## config.mk

```make
export PLATFORM = sky130hd
export DESIGN_NAME = s2mm_burst_writer
export DESIGN_NICKNAME = d
export VERILOG_FILES = /design/src/rtl/s2mm_pkg.sv /design/src/rtl/s2mm_burst_calc.sv /design/src/rtl/s2mm_burst_writer.sv
export SDC_FILE = /design/constraint.sdc
export NUM_CORES = 1
export LEC_CHECK = 0
export ABC_AREA = 1
export CAP_MARGIN = 25
export CORE_AREA = 2 2 285 287
export CTS_CLUSTER_DIAMETER = 100
export DETAILED_ROUTE_END_ITERATION = 8
export DIE_AREA = 0 0 287 289
export PLACE_DENSITY_LB_ADDON = 0.1
export SYNTH_ARGS = -nofsm -noshare
export SYNTH_HDL_FRONTEND = slang
export SYNTH_SLANG_ARGS = --single-unit
```

## constraint.sdc

```tcl
create_clock -name aclk -period 3.6 [get_ports aclk]
set_input_delay 0.36 -clock aclk [delete_from_list [all_inputs] [get_ports aclk]]
set_output_delay 0.36 -clock aclk [all_outputs]
set_load 0.05 [all_outputs]
```

## src/rtl/s2mm_pkg.sv

```systemverilog
// Shared types and helpers for the AXI4-Stream to AXI4 memory-mapped burst writer.
// Contents: FSM state enum, AXI INCR burst encoding, 4 KB page size, and
// beat-size / awsize derivation from the data width.
package s2mm_pkg;

  typedef enum logic [2:0] {
    IDLE = 3'd0,
    ADDR = 3'd1,
    DATA = 3'd2,
    RESP = 3'd3,
    DONE = 3'd4
  } s2mm_state_t;

  localparam logic [1:0]  AXI_BURST_INCR = 2'b01;
  localparam int unsigned BOUNDARY_4K    = 4096;

  // Bytes carried by one data beat.
  function automatic int unsigned beat_bytes(input int unsigned data_width);
    return data_width / 8;
  endfunction

  // AXI awsize encoding: log2 of the beat size in bytes.
  function automatic logic [2:0] awsize_of(input int unsigned data_width);
    return 3'($clog2(data_width / 8));
  endfunction

endpackage

```

## src/rtl/s2mm_burst_calc.sv

```systemverilog
// Purpose: burst length = min(remaining beats, MAX_BURST_LEN, beats left in the 4 KB page).
// Latency: purely combinational, zero cycles.
// Backpressure: none; output follows the address and remaining-beat inputs.
// Ports: addr_lo (byte address bits [11:0], beat aligned), remaining (beats left in
//        the job), burst_len (beats for the next burst, 1..MAX_BURST_LEN when remaining>0).
module s2mm_burst_calc
  import s2mm_pkg::*;
#(
  parameter int unsigned DATA_WIDTH    = 256,
  parameter int unsigned MAX_BURST_LEN = 16
) (
  input  logic [11:0] addr_lo,
  input  logic [31:0] remaining,
  output logic [7:0]  burst_len
);

  localparam int unsigned SHIFT = $clog2(beat_bytes(DATA_WIDTH));

  logic [12:0] bytes_left;
  logic [31:0] page_beats;
  logic [31:0] lim;

  always_comb begin
    // Address is beat aligned, so the shift is exact (no partial beat at the page end).
    bytes_left = 13'(BOUNDARY_4K) - {1'b0, addr_lo};
    page_beats = 32'(bytes_left >> SHIFT);
    lim        = (page_beats < 32'(MAX_BURST_LEN)) ? page_beats : 32'(MAX_BURST_LEN);
    // lim never exceeds 128, so the low byte holds the whole value in either arm.
    burst_len  = (remaining < lim) ? remaining[7:0] : lim[7:0];
  end

endmodule

```

## src/rtl/s2mm_burst_writer.sv

```systemverilog
// Purpose: moves total_beats AXIS beats to memory at base_addr as AXI4 INCR bursts, one burst in flight.
// Latency: AW issued one cycle after start; done pulses one cycle after the final B (or after start when total_beats=0).
// Backpressure: W beats pass straight through (wvalid=tvalid, tready=wready) only in DATA; AXIS is stalled in all other states.
// Ports: aclk/aresetn clock and async active-low reset; start/base_addr/total_beats job launch;
//        busy/done/error status; m_axi_aw*, m_axi_w*, m_axi_b* AXI4 write master; s_axis_t* stream input.
// Build option: define S2MM_BRESP_CHECK_EN to make a non-OKAY bresp set a sticky error flag
//               (cleared by the next accepted start); otherwise error is tied low and bresp ignored.
module s2mm_burst_writer
  import s2mm_pkg::*;
#(
  parameter int unsigned DATA_WIDTH    = 256,
  parameter int unsigned MAX_BURST_LEN = 16
) (
  input  logic                      aclk,
  input  logic                      aresetn,
  // job control
  input  logic                      start,
  input  logic [63:0]               base_addr,
  input  logic [31:0]               total_beats,
  output logic                      busy,
  output logic                      done,
  output logic                      error,
  // AW channel
  output logic                      m_axi_awid,
  output logic [63:0]               m_axi_awaddr,
  output logic [7:0]                m_axi_awlen,
  output logic [2:0]                m_axi_awsize,
  output logic [1:0]                m_axi_awburst,
  output logic                      m_axi_awvalid,
  input  logic                      m_axi_awready,
  // W channel
  output logic [DATA_WIDTH-1:0]     m_axi_wdata,
  output logic [DATA_WIDTH/8-1:0]   m_axi_wstrb,
  output logic                      m_axi_wlast,
  output logic                      m_axi_wvalid,
  input  logic                      m_axi_wready,
  // B channel
  input  logic [1:0]                m_axi_bresp,
  input  logic                      m_axi_bvalid,
  output logic                      m_axi_bready,
  // AXIS input
  input  logic                      s_axis_tvalid,
  output logic                      s_axis_tready,
  input  logic [DATA_WIDTH-1:0]     s_axis_tdata
);

  localparam int unsigned BEAT_BYTES = beat_bytes(DATA_WIDTH);
  localparam int unsigned SHIFT      = $clog2(BEAT_BYTES);
  localparam logic [63:0] ALIGN_MASK = ~64'(BEAT_BYTES - 1);

  s2mm_state_t state;

  // datapath (no reset: only meaningful once a start has loaded them)
  logic [63:0] addr;
  logic [31:0] remaining;
  logic [7:0]  len_q;
  logic [7:0]  beat_cnt;

  // registered control outputs
  logic awvalid_q;
  logic bready_q;
  logic busy_q;
  logic done_q;

  logic [7:0] burst_len_c;
  logic       w_hs;
  logic       b_hs;
  logic       last_beat;
  logic       b_err;

  s2mm_burst_calc #(
    .DATA_WIDTH    (DATA_WIDTH),
    .MAX_BURST_LEN (MAX_BURST_LEN)
  ) u_burst_calc (
    .addr_lo   (addr[11:0]),
    .remaining (remaining),
    .burst_len (burst_len_c)
  );

  assign w_hs      = (state == DATA) && s_axis_tvalid && m_axi_wready;
  assign b_hs      = bready_q && m_axi_bvalid;
  assign last_beat = (beat_cnt == (len_q - 8'd1));

`ifdef S2MM_BRESP_CHECK_EN
  logic error_q;
  assign b_err = b_hs && (m_axi_bresp != 2'b00);
  assign error = error_q;
`else
  logic unused_bresp;
  assign unused_bresp = ^m_axi_bresp;
  assign b_err        = 1'b0;
  assign error        = 1'b0;
`endif

  // control FSM
  always_ff @(posedge aclk or negedge aresetn) begin
    if (!aresetn) begin
      state     <= IDLE;
      awvalid_q <= 1'b0;
      bready_q  <= 1'b0;
      busy_q    <= 1'b0;
      done_q    <= 1'b0;
`ifdef S2MM_BRESP_CHECK_EN
      error_q   <= 1'b0;
`endif
    end else begin
      done_q <= 1'b0;
      case (state)
        IDLE: begin
          if (start) begin
            busy_q <= 1'b1;
`ifdef S2MM_BRESP_CHECK_EN
            error_q <= 1'b0;
`endif
            if (total_beats == 32'd0) begin
              state  <= DONE;
              done_q <= 1'b1;
            end else begin
              state     <= ADDR;
              awvalid_q <= 1'b1;
            end
          end
        end
        ADDR: begin
          if (m_axi_awready) begin
            awvalid_q <= 1'b0;
            state     <= DATA;
          end
        end
        DATA: begin
          if (w_hs && last_beat) begin
            state    <= RESP;
            bready_q <= 1'b1;
          end
        end
        RESP: begin
          if (b_hs) begin
            bready_q <= 1'b0;
`ifdef S2MM_BRESP_CHECK_EN
            if (b_err) error_q <= 1'b1;
`endif
            // remaining still holds the pre-burst count this cycle
            if (remaining == {24'd0, len_q}) begin
              state  <= DONE;
              done_q <= 1'b1;
            end else begin
              state     <= ADDR;
              awvalid_q <= 1'b1;
            end
          end
        end
        DONE: begin
          busy_q <= 1'b0;
          state  <= IDLE;
        end
        default: state <= IDLE;
      endcase
    end
  end

  // address / beat bookkeeping
  always_ff @(posedge aclk) begin
    case (state)
      IDLE: begin
        if (start) begin
          addr      <= base_addr & ALIGN_MASK;
          remaining <= total_beats;
        end
      end
      ADDR: begin
        if (m_axi_awready) begin
          len_q    <= burst_len_c;
          beat_cnt <= 8'd0;
        end
      end
      DATA: begin
        if (w_hs) beat_cnt <= beat_cnt + 8'd1;
      end
      RESP: begin
        if (b_hs) begin
          addr      <= addr + ({56'd0, len_q} << SHIFT);
          remaining <= remaining - {24'd0, len_q};
        end
      end
      default: ;
    endcase
  end

  // AW: addr and remaining are frozen in ADDR, so awaddr/awlen hold while awvalid waits.
  assign m_axi_awid    = 1'b0;
  assign m_axi_awaddr  = addr;
  assign m_axi_awlen   = burst_len_c - 8'd1;
  assign m_axi_awsize  = awsize_of(DATA_WIDTH);
  assign m_axi_awburst = AXI_BURST_INCR;
  assign m_axi_awvalid = awvalid_q;

  // W: gated by state so reset (state=IDLE) drops them immediately.
  assign m_axi_wdata   = s_axis_tdata;
  assign m_axi_wstrb   = '1;
  assign m_axi_wlast   = (state == DATA) && last_beat;
  assign m_axi_wvalid  = (state == DATA) && s_axis_tvalid;
  assign s_axis_tready = (state == DATA) && m_axi_wready;

  assign m_axi_bready  = bready_q;
  assign busy          = busy_q;
  assign done          = done_q;

endmodule

```

* After elaboration in Yosys (flattened, before gate mapping)
Cells that the tools add are included.
** Operators by class
- $add $sub $neg :: 6
- Reduce and logical (&&, ||, !) cells :: 20
- Equality and inequality tests :: 13
- Muxes and demuxes :: 34
- Order comparisons :: 2
** Operators with widths (count)
- 64-bit 2-to-1 mux :: 2
- 64-bit one-hot mux with 2 select lines :: 1
- 64-bit by 13-bit adder with 64-bit output :: 1
- 32-bit 2-to-1 mux :: 2
- 32-bit one-hot mux with 2 select lines :: 1
- 32-bit by 8-bit == test with 1-bit output :: 1
- 32-bit zero test :: 1
- 32-bit less-than comparator :: 1
- 8-bit 2-to-1 mux :: 4
- 32-bit by 8-bit subtractor with 32-bit output :: 1
- 3-bit 2-to-1 mux :: 6
- 8-bit one-hot mux with 2 select lines :: 1
- 8-bit by 1-bit subtractor with 8-bit output (second input constant) :: 2
- 13-bit by 12-bit subtractor with 13-bit output (first input constant) :: 1
- 1-bit 2-to-1 mux :: 12
- 2-bit inequality test (second input constant) :: 6
- 3-bit one-hot mux with 4 select lines :: 1
- 3-bit AND reduction :: 3
- 8-bit by 1-bit adder with 8-bit output (second input constant) :: 1
- 8-bit == test :: 1
- 8-bit by 5-bit less-than comparator with 1-bit output (second input constant) :: 1
- 2-bit nonzero test :: 4
- 3-bit by 2-bit == test with 1-bit output (second input constant) :: 2
- 1-bit logical AND :: 6
- other kinds (10) :: 13
** Storage, ports and cells
- Logic and storage cells :: 84
- Register bits :: 119
- Output and inout bits :: 374
- Input port bits :: 361

* Longest topological paths before layout
Gate-level depths: netlist of run 1.
- Depth in word-level cells :: 6
- Depth in mapped cells :: 21
- Depth with buffers taken out :: 21

* Modules after synthesis
Synthesis of run 1 repeated with hierarchy kept, for this count alone.
** Second synthesis, totals
- Cell total of the unflattened synthesis :: 1633
- Area, all modules :: 11517.3 um2
** Modules (own cells, without submodules)
- s2mm_burst_writer :: sequential area each 3388.2 um2, instances 1, area each 11050.6 um2, cells an instance 1554
- s2mm_burst_calc :: sequential area each 0.0 um2, instances 1, area each 466.7 um2, cells an instance 79

* Worst setup path before layout of run 1
OpenSTA, ideal clock, no wires.
- Path kind :: flip-flop to output port
- Start :: reg addr[6] (netlist: m_axi_awaddr[6])
- End :: out m_axi_awlen[6]
- Cell stages (with the launch flop) :: 21
- Required time :: 3.240 ns
- Arrival time :: 4.063 ns
- Setup slack :: -0.823 ns
- Path through :: edfxtp_1 > inv_1 > ha_1 > nand3_1 > nand2_1 > inv_1 > nand2_1 > nor3_1 > inv_1 > ha_1 > nand2_1 > inv_1 > nand2_1 > nand2_1 > nand2_1 > nand2_2 > nand2_1 > nand2_1 > ha_1 > nand3_1 > nor3_1
** Between the ends
- Word-level cells in the longest chain between the ends :: 6
** Ends and longest elaborated chain
- from (decl) :: line s2mm_burst_writer.sv:54 : logic [63:0] addr;
- from (signal assigned) :: line s2mm_burst_writer.sv:166 : addr <= base_addr & ALIGN_MASK;
- from (signal assigned) :: line s2mm_burst_writer.sv:181 : addr <= addr + ({56'd0, len_q} << SHIFT);
- 13-bit by 12-bit subtractor with 13-bit output * :: line s2mm_burst_calc.sv:25 : bytes_left = 13'(BOUNDARY_4K) - {1'b0, addr_lo};
- 8-bit by 5-bit less-than comparator with 1-bit output :: line s2mm_burst_calc.sv:27 : lim = (page_beats < 32'(MAX_BURST_LEN)) ? page_beats : 32'(MAX_BURST_LEN);
- 8-bit 2-to-1 mux * :: line s2mm_burst_calc.sv:27
- 32-bit less-than comparator :: line s2mm_burst_calc.sv:29 : burst_len = (remaining < lim) ? remaining[7:0] : lim[7:0];
- 8-bit 2-to-1 mux * :: line s2mm_burst_calc.sv:29
- 8-bit by 1-bit subtractor with 8-bit output * :: line s2mm_burst_writer.sv:192 : assign m_axi_awlen = burst_len_c - 8'd1;
- to (decl) :: line s2mm_burst_writer.sv:26 : output logic [7:0] m_axi_awlen,
Every way passes the cells marked *; elsewhere a longest branch is shown, timed or not.

* Final worst setup path of run 1
- Start :: reg addr[5] (netlist: m_axi_awaddr[5])
- End :: out m_axi_awlen[6]
Same word-level chain as after synthesis.

==> results of run 1 <==
## cells in the mapped netlist, drive strengths merged, types with 2 or more instances
cell	instances	share of area
nand2	313	0.11
buf	303	0.21
nor2	164	0.060
inv	151	0.053
edfxtp	107	0.30
o21ai	72	0.035
xor2	48	0.039
nand3	46	0.021
nor3	36	0.017
a21oi	29	0.014
nand4	29	0.017
xnor2	26	0.021
ha	25	0.029
nor4	25	0.016
a31oi	21	0.012
clkbuf	17	0.0059
or2	11	0.0064
dfrtp	7	0.016
nand3b	4	0.0028
o21bai	3	0.0021
a21o	2	0.0014
conb	2	0.00070
fa	2	0.0037
nor3b	2	0.0019
## metal layers
layer,share of wire,vias up,GRT usage
met2,0.45,346,0.183
met5,0.0026,-,0.00739
met1,0.43,4264,0.144
li1,-,4282,-
met4,0.044,10,0.0576
met3,0.082,152,0.0480
## final cells by class
cell class | instances | area share
multi-input cells | 913 | 0.381
flip-flops and latches | 114 | 0.262
repair buffers | 209 | 0.164
well taps | 1060 | 0.103
inverters | 152 | 0.0445
clock buffers | 17 | 0.0329
clock inverters | 15 | 0.0129
diodes | 1 | 0.000194
## state kept, by name, summed over array words and instances (netlist names)
register	count
m_axi_bready	1
len_q	8
state	3
beat_cnt	8
busy	1
remaining	32
m_axi_awaddr	59
m_axi_awvalid	1
done	1
## cell families (layout without fill, tap and decap cells)
family,Yosys count,count (layout),synth area share
and+or+nand+nor,631,631,0.254
buffers and inverters,472,393,0.269
AOI/OAI and AO/OA,134,134,0.0697
DFF,114,114,0.314
xor gates and xnor gates,74,74,0.0601
adders and majority gates,27,27,0.0327
other,2,48,0.000696
## repair_timing
item,4_1_cts,5_1_grt
hold buffers,0,0
setup endpoints to repair,8,7
pin swaps,4,22
gates cloned,0,0
gates resized for setup,15,28
setup buffers,3,6
## per-stage QoR
stage / setup slack [ns] / hold slack [ns]
CTS: 0.00458 / 0.120
global route: -0.134 / 0.147
detailed placement: 0.278 / 0.525
finish: 0.0982 / 0.165
global placement: 0.275 / 0.524
floorplan: 0.0222 / 0.0644
## power by group
part | switching [mW] | internal [mW] | leakage [nW]
registers | 0.442 | 2.07 | 1.07
clock network | 0.749 | 1.08 | 0.275
logic | 3.08 | 1.50 | 3.51
total | 4.28 | 4.65 | 4.86
## worst max path at each step
stage	from	endpoint	slack, ns	depth (start not counted)
after floorplan	m_axi_awaddr[6]	m_axi_awlen[6]	0.02	20
after global placement	m_axi_awaddr[6]	m_axi_awlen[6]	0.27	20
after detailed placement	m_axi_awaddr[6]	m_axi_awlen[6]	0.28	16
after CTS	m_axi_awaddr[6]	m_axi_awlen[4]	0.005	18
after global routing	m_axi_awaddr[6]	m_axi_awlen[6]	-0.13	20
final	m_axi_awaddr[5]	m_axi_awlen[6]	0.1	19
==> flow_summary.toml, run 1 <==
[routing]
drt_wl_total_mm = 50.1
drtIter0Drc = 519
wire_per_inst_um = 20.2
first_pass_iters = 5
drc_errors = 0
ant_nets = 0
viasPerCell = 3.65
via_count = 9054

[power]
peakVddDrop_uv = 396
p_per_area_mw_per_mm2 = 690
report.power.total_mw = 8.93
p_leak_nw = 4.86

[setup_path]
cpPeakStageDelay_ns = 0.40
cp-end-kind = "primary output"
criticalPathCategory = "flip-flop to primary output"
crit_arrival_ns = 3.14
r2r-start = "len_q[0]"
slowest_stage = "edfxtp_1"
crit_buf_inv = 4
timing.reg2reg.setup_slack_ns = 0.45
start_kind = "flip-flop"
reg2reg_depth = 18
cp_max_fo = 6
critical_path.cell_chain = "inv_2, ha_4, nand3_2, nand2_2, nand2_4, nor3_2, inv_1, ha_1, nand2_1, inv_1, nand2_1, nand2_2, nand2_4, nand3_2, nand2_4, ha_4, nand3_4, nor3_4, buf_12"
path_delay_family = "simple AND/OR/NAND/NOR gates"
critPathMostFrequentCell = "nand2_4"
timing.rr.end = "m_axi_awaddr[57]"
crit_required_ns = 3.24

[floorplanning]
ios = 735
initial_core_util = 0.135
core_mm2 = 0.0799
rows = 104
die_w_um = 287
die_y_um = 289
die_area_mm2 = 0.0829

[cts]
numCtsBuffers = 17
clkTransAtPathRegs_ns = 0.06
clkLatencyLatePin_ns = 0.48
cts-root-buf = "clkbuf_16"
htreeDepth = 4
clock_sinks = 114
cts_tree = "built"
cts.path.max_buffers = 2

[placed_design]
placed_cell_area_mm2 = 0.0121
dp.cells = 2439
port_buffers = 171
post-dp-hpwl_mm = 41.7
gp_congestion = 0.773

[finish]
area.sequential_mm2 = 0.00339
nets = 1795
area_delta_synth_final_pct = 19.9
fin_cells = 2481
multiInputGateArea_mm2 = 0.00493
final_cell_area_mm2 = 0.0129
final_util = 0.162
layout_common_cells = "292 x nand2_1, 162 x clkdlybuf4s50_1, 157 x nor2_1"
drive_gt1_frac = 0.101
final_common_cell = "nand2_1"
fillCellCount = 9186

[global_routing]
grt_pass1_wl_mm = 69.1
grt_overflow_total = 0
grt_max_degree = 60
grt_pass1_vias = 9349
antenna_found_initial = 4
gr-usage-all-layers = 0.119

[synthesis]
post_synth.cell_area_avg_um2 = 7.42
yosys_warnings = 0
synthArstFlopShare = 0.0614
ys.flop_type = "edfxtp_1"
ys_ff_latch = 114
syn_area_mm2 = 0.0108
syn_inst = 1454
ys_seq_area_frac = 0.314
yosys.cell_types.count = 46
synth_edf_count = 107

[job]
maxCapViolations = 0

[sta]
max_slew.worst_pin.slew_ns = 0.903
slew_violations = 0
hold_viol = 0
grt_setup_unrepaired = "true"
fin_crit_sh = 0.973
setup_tns_ns = 0
setup_viol = 0
relSlewSlack = 0.392
finClkSkew_ns = 0.00825
fmax_mhz = 286
min_period_ns = 3.50

[min_path]
hold_class = "input pin to async pin"

[status]
outcome = "complete, no violations"
Power figures use the tool's default switching activity.
==> run 2: changes to the inputs <==
--- a/config.mk
+++ b/config.mk
@@ -11,6 +11,7 @@
 export CTS_CLUSTER_DIAMETER = 100
 export DETAILED_ROUTE_END_ITERATION = 8
 export DIE_AREA = 0 0 287 289
+export MAX_ROUTING_LAYER = met4
 export PLACE_DENSITY_LB_ADDON = 0.1
 export SYNTH_ARGS = -nofsm -noshare
 export SYNTH_HDL_FRONTEND = slang
==> constraint.sdc (replaced) <==
create_clock -name aclk -period 3.6 [get_ports aclk]
set_input_delay 0.36 -clock aclk [delete_from_list [all_inputs] [get_ports aclk]]
set_output_delay 0.36 -clock aclk [all_outputs]
set_load 0.01 [all_outputs]
==> flow_summary.toml, run 2 (synthesized netlist as in run 1, its figures left out) <==
[power]
power.share.clock = 0.247
pwr-share-comb = 0.457
p_per_area_mw_per_mm2 = 652
report.power.total_mw = 8.47
p_seq_frac = 0.296
p_sw_mw = 3.58
power.internal_mw = 4.89
swShare = 0.423
peakVddDrop_uv = 317
p_leak_nw = 4.94

[setup_path]
crit_required_ns = 3.24
cp-end-kind = "primary output"
criticalPathCategory = "flip-flop to primary output"
start_kind = "flip-flop"
cp_max_fo = 4
crit_arrival_ns = 3.05

[routing]
viasPerCell = 3.63
drc_errors = 0
first_pass_iters = 5
drtIter0Drc = 413
ant_nets = 0
drt_wl_total_mm = 49.8
wire_per_inst_um = 19.9
via_count = 9087

[placed_design]
port_buffers = 171
gp_congestion = 0.780
place_ws_ns = -0.0584
post-dp-hpwl_mm = 40.8

[sta]
setup_viol = 0
grt_setup_unrepaired = "true"
slew_violations = 0
hold_viol = 0
relSlewSlack = 0.330
setup_ws_ns = 0.194
fmax_mhz = 294
min_period_ns = 3.41
fin_crit_sh = 0.946
finClkSkew_ns = 0.0153
max_slew.worst_pin.slew_ns = 1.00

[floorplanning]
ios = 735
die_area_mm2 = 0.0829
die_w_um = 287
die_y_um = 289
core_mm2 = 0.0799
rows = 104
initial_core_util = 0.135

[min_path]
hold_class = "input pin to async pin"

[cts]
cts_tree = "built"
clkLatencyLatePin_ns = 0.48
clkTransAtPathRegs_ns = 0.06
clock_sinks = 114
numCtsBuffers = 17
holdBufCountCts = 0
htreeDepth = 4
cts.path.max_buffers = 2
cts-root-buf = "clkbuf_16"

[global_routing]
antenna_found_initial = 3
grt_pass1_vias = 9493
grt_pass1_wl_mm = 69.3
grt_max_degree = 92
grt_overflow_total = 0
gr-usage-all-layers = 0.122

[finish]
layout_common_cells = "293 x nand2_1, 163 x clkdlybuf4s50_1, 154 x nor2_1"
nets = 1814
area_delta_synth_final_pct = 20.4
final_util = 0.163
drive_gt1_frac = 0.109
largest_reg_flops = 59
final_common_cell = "nand2_1"
fillCellCount = 9177

[status]
outcome = "complete, no violations"

[job]
maxCapViolations = 0
run 2: metal layers:
metal | vias to the layer above | GRT usage | wire (um)
met1 | 4243 | 0.145 | 21700
met5 | - | - | 0
li1 | 4326 | - | -
met2 | 351 | 0.183 | 22200
met4 | 0 | 0.0642 | 2350
met3 | 167 | 0.0404 | 3650
run 2: power by group through the flow:
stage                     logic [mW]  clock network [mW]  registers, mW
after detailed placement        3.93                   0           2.54
final                           3.87                2.09           2.51
after global placement          3.93                   0           2.55
after global routing            4.39                2.22           2.57
after floorplan                 2.47                   0           2.45
after CTS                       3.97                2.19           2.52
run 2: final cells by class:
type                    count  area [um2]  area share
multi-input cells         913        4840       0.373
flip-flops and latches    114        3390       0.261
repair buffers            228        2160       0.166
well taps                1060        1330       0.102
inverters                 152         574      0.0442
clock buffers              23         488      0.0376
clock inverters             9         201      0.0155
diodes                      3        7.51    0.000578
run 2: worst max-delay path, cell delays in order, from the launching register on:
cell and delay [ns]:
edfxtp_1 0.39, inv_2 0.10, ha_4 0.15, nand3_2 0.08
nand2_2 0.08, inv_2 0.05, nand2_4 0.08, inv_4 0.05
ha_4 0.14, a21o_1 0.17, nor4_4 0.28, buf_4 0.18
nand2_4 0.06, buf_6 0.13, o21ai_4 0.17, nand2_2 0.09
o21bai_1 0.18, nand2_2 0.08, buf_6 0.13
run 2: path summary, 6_finish.rpt:
check,to,from,slack (ns),cells after the start
setup reg to reg,m_axi_awaddr[57],len_q[0],0.47,18
max in group asynchronous,busy,aresetn,3.12,1
setup / recovery,m_axi_awlen[5],m_axi_awaddr[5],0.19,18
hold reg to reg,m_axi_awvalid,m_axi_awvalid,0.52,2
hold / removal,m_axi_awvalid,aresetn,0.18,1
min in group aclk,done,start,0.51,3
run 2: repair_timing:
action | 4_1_cts | 5_1_grt
gates resized for setup | 46 | 30
pin swaps | 12 | 19
setup buffers | 8 | 3
endpoints found under the setup margin | 8 | 8
run 2: stage by stage:
step | hold WS [ns] | cells | TNS (ns) | area (um2)
after floorplan | 0.0644 | 1499 | 0 | 11000
after global placement | 0.526 | 2456 | -0.0545 | 12100
after detailed placement | 0.528 | 2456 | -0.0584 | 12100
after CTS | 0.144 | 2496 | -0.0159 | 12800
after global routing | 0.175 | 2502 | -0.232 | 13000
final | 0.183 | 2502 | 0 | 13000
